===== config.mk =====
export PLATFORM = sky130hd
export DESIGN_NAME = seq_restoring_divider
export DESIGN_NICKNAME = d
export VERILOG_FILES = /design/src/rtl/seq_restoring_divider.sv
export SDC_FILE = /design/constraint.sdc
export NUM_CORES = 1
export LEC_CHECK = 0
export CORE_MARGIN = 5
export CORE_UTILIZATION = 46
export DETAILED_ROUTE_END_ITERATION = 12
export GPL_ROUTABILITY_DRIVEN = 0
export PLACE_DENSITY = 0.7
export SETUP_SLACK_MARGIN = 0.5
export SLEW_MARGIN = 20
export SYNTH_ARGS = -nofsm -noshare
export SYNTH_HDL_FRONTEND = slang
export SYNTH_SLANG_ARGS = --single-unit

===== constraint.sdc =====
create_clock -name i_clk -period 2.54 [get_ports i_clk]
set_clock_uncertainty 0.15 [all_clocks]
set_input_delay 0.381 -clock i_clk [delete_from_list [all_inputs] [get_ports i_clk]]
set_output_delay 0.381 -clock i_clk [all_outputs]
set_load 0.01 [all_outputs]

===== src/rtl/seq_restoring_divider.sv =====
// -----------------------------------------------------------------------------
// seq_restoring_divider
//
// Unsigned sequential restoring divider. One trial subtraction per clock, one
// quotient bit per iteration, MSB first. A start/busy/done handshake frames
// each operation and the results hold until the next operation completes.
//
// Handshake: a request is accepted on a rising edge where i_start is high and
// the divider is in IDLE or DONE; i_start is ignored while o_busy is high.
// o_done is a one-cycle pulse in the cycle in which o_quotient, o_remainder
// and o_div_by_zero have just been updated. The operand inputs are only
// sampled on the accepting edge.
//
// Parameters
//   WIDTH          operand width in bits (>= 2)
//
// Ports
//   i_clk          rising-edge clock
//   i_rst          asynchronous active-high reset
//   i_start        request a divide
//   i_dividend     unsigned dividend, sampled with i_start
//   i_divisor      unsigned divisor, sampled with i_start
//   o_quotient     quotient of the last completed operation
//   o_remainder    remainder of the last completed operation
//   o_busy         high while iterating
//   o_done         one-cycle pulse, results valid/updated
//   o_div_by_zero  set with o_done when the divisor was 0, held with results
// -----------------------------------------------------------------------------
module seq_restoring_divider #(
    parameter int WIDTH = 4
) (
    input  logic             i_clk,
    input  logic             i_rst,
    input  logic             i_start,
    input  logic [WIDTH-1:0] i_dividend,
    input  logic [WIDTH-1:0] i_divisor,
    output logic [WIDTH-1:0] o_quotient,
    output logic [WIDTH-1:0] o_remainder,
    output logic             o_busy,
    output logic             o_done,
    output logic             o_div_by_zero
);

    // Counter must be able to hold the value WIDTH itself.
    localparam int CW = $clog2(WIDTH + 1);

    localparam logic [1:0] S_IDLE = 2'd0;
    localparam logic [1:0] S_CALC = 2'd1;
    localparam logic [1:0] S_DONE = 2'd2;

    logic [1:0]       state;
    // The dividend register doubles as the quotient register: each iteration
    // shifts one dividend bit out of the top and one quotient bit in at the
    // bottom, so after WIDTH iterations it holds the full quotient.
    logic [WIDTH-1:0] dvd;
    logic [WIDTH-1:0] dvs;
    logic [WIDTH-1:0] rem;
    logic [CW-1:0]    cnt;

    logic [WIDTH:0]   trial_r;
    logic             no_borrow;
    logic [WIDTH-1:0] next_rem;
    logic [WIDTH-1:0] next_dvd;
    logic             last_iter;

    // One restoring iteration.
    // The partial remainder entering an iteration is always < divisor, so
    // trial_r < 2*divisor. The borrow decision therefore needs the full
    // WIDTH+1 bits, but when the subtraction is kept its result is < divisor
    // and fits in WIDTH bits, so a WIDTH-bit modular subtract is exact.
    always_comb begin
        trial_r   = {rem, dvd[WIDTH-1]};
        no_borrow = (trial_r >= {1'b0, dvs});
        if (no_borrow) begin
            next_rem = trial_r[WIDTH-1:0] - dvs;
        end else begin
            next_rem = trial_r[WIDTH-1:0];
        end
        next_dvd  = {dvd[WIDTH-2:0], no_borrow};
        last_iter = (cnt == CW'(1));
    end

    always_ff @(posedge i_clk or posedge i_rst) begin
        if (i_rst) begin
            state         <= S_IDLE;
            dvd           <= '0;
            dvs           <= '0;
            rem           <= '0;
            cnt           <= '0;
            o_quotient    <= '0;
            o_remainder   <= '0;
            o_div_by_zero <= 1'b0;
        end else begin
            case (state)
                // DONE accepts a new request exactly like IDLE, which allows
                // back-to-back operations without an idle gap.
                S_IDLE, S_DONE: begin
                    if (i_start) begin
                        dvd <= i_dividend;
                        dvs <= i_divisor;
                        rem <= '0;
                        cnt <= CW'(WIDTH);
                        if (i_divisor == '0) begin
                            // Division by zero finishes immediately with the
                            // conventional all-ones quotient.
                            state         <= S_DONE;
                            o_quotient    <= '1;
                            o_remainder   <= i_dividend;
                            o_div_by_zero <= 1'b1;
                        end else begin
                            state <= S_CALC;
                        end
                    end else begin
                        state <= S_IDLE;
                    end
                end

                S_CALC: begin
                    rem <= next_rem;
                    dvd <= next_dvd;
                    cnt <= cnt - CW'(1);
                    if (last_iter) begin
                        state         <= S_DONE;
                        o_quotient    <= next_dvd;
                        o_remainder   <= next_rem;
                        o_div_by_zero <= 1'b0;
                    end
                end

                default: begin
                    state <= S_IDLE;
                end
            endcase
        end
    end

    // Status outputs are pure decodes of the state register, so they drop
    // to 0 the instant reset is asserted.
    assign o_busy = (state == S_CALC);
    assign o_done = (state == S_DONE);

endmodule

==> summary.md <==
| Metric | Value |
|---|---|
| Drt wl/cell | `15.8 µm` |
| Via count | `1,146` |
| DIE AREA | `4150 µm²` |
| First-pass iteration count of the detailed router | `4` |
| Worst Max-Slew Pin Slew | `0.465 ns` |
| Logic pwr share | `0.603` |
| Drt drc | `0` |
| PwrDens | `1380 nW/µm²` |
| Overall power | `2.33 mW` |
| Final setup fails | `0` |
| Min Hold Slack | `0.242 ns` |
| Die height | `64.4 µm` |
| Reg power frac | `0.322` |
| PnR worst setup slack | `0.536 ns` |
| Worst-path clk slew | `0.13 ns` |
| Synth Area per Inst | `9.33 µm²` |
| Number of global-route vias before repair | `1,166` |
| Worst r2r path cells | `5` |
| Vias per inst | `5.67` |
| Part of the cycle the worst path needs | `0.789` |
| Total negative slack | `0 ns` |
| Grt ovf | `0` |
| I/O pin count | `22` |
| Family with the most delay on the worst path | `simple AND/OR/NAND/NOR gates` |
| CP cell instances | `ha_4, inv_1, o21a_4, or4_4, a31oi_2` |
| Synth-to-Final Area Change | `23.8%` |
| Die X-Extent | `64.4 µm` |
| Leakage | `0.741 nW` |
| Final-report max-slew violation count | `0` |
| Nets@finish | `191` |
| Crit path kind | `reg2reg` |
| Switching share of power | `0.431` |
| Crit-path max FO | `5` |
| RR Startpoint | `rem[0]$_DFFE_PP0P_` |
| Data arrival time of the critical path | `2.11 ns` |
| Reg2Reg Setup Slack | `0.54 ns` |
| Share of total power in the clock network | `0.075` |
| ANT nets after route | `0` |
| Sequential-to-total area share from yosys stat | `0.478` |
| Unrepaired setup endpoints after global routing | `false` |
| Max Clock Freq | `499 MHz` |
| Hold Buf Count CTS | `0` |
| Clk Latency, worst-skew pair | `0.32 ns` |
| Antenna violations before repair | `0` |
| Initial Util | `0.486` |
| Design area | `1690 µm²` |
| First-pass GRT wire length | `5.41 mm` |
| CP max-delay cell | `or4_4` |
| Register bit total from synthesis | `26` |
| Num CTS Buffers | `3` |
| Hold Path Class | `in2async` |
| Net Sw Power | `1.01 mW` |
| CP max stage delay | `0.54 ns` |
| Share of layout cells above drive strength 1 | `0.123` |
| Reg2reg end | `o_remainder[1]$_DFFE_PP0P_` |
| CP Depth | `5` |
| Worst slack, placed | `0.473 ns` |
| N_diodes | `0` |
| Max-cap violations | `0` |
| Relative slew slack | `0.687` |
| Clk sinks | `26` |
| Dpl cell area | `1610 µm²` |
| Peak VDD IR | `0.000666 V` |
| WP buf/inv | `1` |
| Outcome | `finished clean` |
| CTS Root Cell | `clkbuf_4` |
| Largest net degree at the start of global routing | `27` |
| PortBufs | `21` |
| TritonCTS clock tree | `done` |
| Crit. End Element | `flip-flop` |
| Post-Syn Area | `1360 µm²` |
| Post-Synthesis Net Count | `164` |
| DR iter-0 viols | `74` |
| Longest Clk Path Bufs | `2` |
| GRT Util Overall | `0.166` |
| FP Rows | `19` |
| Final Hold Vio Count | `0` |
| Pint | `1.33 mW` |
| Core area | `2810 µm²` |
| Synth warn | `0` |
| WP data required | `2.65 ns` |
| Routed WL | `3.19 mm` |
| Detail Placement HPWL | `2.36 mm` |
| Tmin final | `2.00 ns` |
| H-tree depth | `1` |
| Synth unique cells | `35` |
| Type of origin of the critical path | `flip-flop` |
| Synthesized instance count | `146` |
==> cell usage after synthesis <==
library cell | instances | area share
nand4_1 | 3 | 0.014
ha_1 | 6 | 0.055
nor4_4 | 1 | 0.016
a21oi_2 | 1 | 0.0064
buf_2 | 1 | 0.0037
o22ai_1 | 1 | 0.0046
nor4_1 | 1 | 0.0046
a21o_1 | 1 | 0.0055
fa_1 | 1 | 0.015
o21a_4 | 1 | 0.011
and3b_1 | 1 | 0.0064
nand3_1 | 3 | 0.011
inv_1 | 10 | 0.028
nor2b_1 | 4 | 0.018
and3_1 | 2 | 0.0092
nor3b_1 | 1 | 0.0055
nor3_1 | 1 | 0.0037
a31oi_1 | 6 | 0.028
dfrtp_1 | 26 | 0.48
o21ai_1 | 4 | 0.015
o211ai_1 | 4 | 0.022
and4bb_1 | 1 | 0.0092
clkbuf_1 | 2 | 0.0055
nand2_1 | 24 | 0.066
inv_2 | 2 | 0.0055
buf_6 | 1 | 0.0083
a21oi_1 | 9 | 0.033
xnor2_1 | 1 | 0.0064
and2_2 | 1 | 0.0055
nor2_1 | 13 | 0.036
a31oi_2 | 1 | 0.0092
or4_1 | 1 | 0.0055
o21ai_0 | 7 | 0.026
nand2b_1 | 2 | 0.0092
or4_4 | 2 | 0.017
==> how the worst max path moves through the flow <==
| stage | startpoint | to | slack [ns] |
|---|---|---|---|
| global route | rem[0]$_DFFE_PP0P_ | o_remainder[1]$_DFFE_PP0P_ | 0.49 |
| finish | rem[0]$_DFFE_PP0P_ | o_remainder[1]$_DFFE_PP0P_ | 0.54 |
| detailed placement | i_divisor[3] | o_remainder[1]$_DFFE_PP0P_ | 0.47 |
| global placement | i_divisor[3] | o_remainder[1]$_DFFE_PP0P_ | 0.53 |
| CTS | dvd[3]$_DFFE_PP0P_ | o_remainder[1]$_DFFE_PP0P_ | 0.52 |
| floorplan | dvd[3]$_DFFE_PP0P_ | o_remainder[1]$_DFFE_PP0P_ | 0.60 |
==> stage by stage <==
stage / util / instances
2_1_floorplan: - / 146
3_3_place_gp: 0.574 / 197
3_5_place_dp: 0.574 / 197
4_1_cts: 0.583 / 200
5_1_grt: 0.601 / 202
6_report: 0.601 / 202
==> timing repair <==
action                                 in CTS  in global routing
endpoints found under the hold margin       0                  0
pin swaps                                   0                  3
setup endpoints to repair                   2                  6
setup buffers                               0                  2
resized for setup                           3                  4
==> kinds of logic after synthesis <==
logic type,after synthesis,share of synthesized area
AND/OR/NAND/NOR,61,0.236
adder cells (fa/ha/maj),7,0.0698
buffers and inverters,16,0.0505
flip-flops,26,0.477
AO/OA/AOI/OAI,35,0.160
XOR/XNOR,1,0.00643
==> final cells by class <==
type | count | area [µm²]
clock buffer | 3 | 22.5
fill | 252 | 1120
inverter | 12 | 47.5
multi-input combinational | 104 | 681
sequential | 26 | 651
tap | 31 | 38.8
timing repair buffer | 26 | 246
==> worst register-to-register path: stages (launching register included) <==
cell     delay [ns]
dfrtp_1        0.47
ha_4           0.31
inv_1          0.06
o21a_4         0.23
or4_4          0.54
a31oi_2        0.18
==> per-layer routing <==
metal	wire length [µm]	track usage	vias up
met1	1420	0.205	546
met5	0	0	-
met3	120	0.0380	9
met2	1570	0.280	30
li1	-	-	561
met4	81	0.0686	0
==> power groups by stage <==
stage / Clock, mW / Sequential [mW] / Combinational, mW
final: 0.174 / 0.752 / 1.41
after global routing: 0.202 / 0.777 / 1.57
after CTS: 0.181 / 0.744 / 1.31
after detailed placement: 0 / 0.752 / 1.30
after global placement: 0 / 0.745 / 1.24
after floorplan: 0 / 0.755 / 0.876
==> state kept, by name (all words and copies together), names as in the netlist <==
register and cells:
dvs 4, dvd 4, o_quotient 4, cnt 3, o_remainder 4, rem 4
state 2, o_div_by_zero 1
==> layout by cell type (no fill, tap or decap), types with 4 or more instances in the layout <==
cell type | synthesis | layout
nor2b_1 | 4 | 4
nand2_1 | 24 | 24
dfrtp_1 | 26 | 26
a21oi_1 | 9 | 9
a31oi_1 | 6 | 6
inv_1 | 10 | 9
nor2_1 | 13 | 13
buf_4 | 0 | 5
o211ai_1 | 4 | 4
o21ai_0 | 7 | 7
clkdlybuf4s50_1 | 0 | 20
o21ai_1 | 4 | 4
Note: power is estimated with default switching activity, not from simulation.
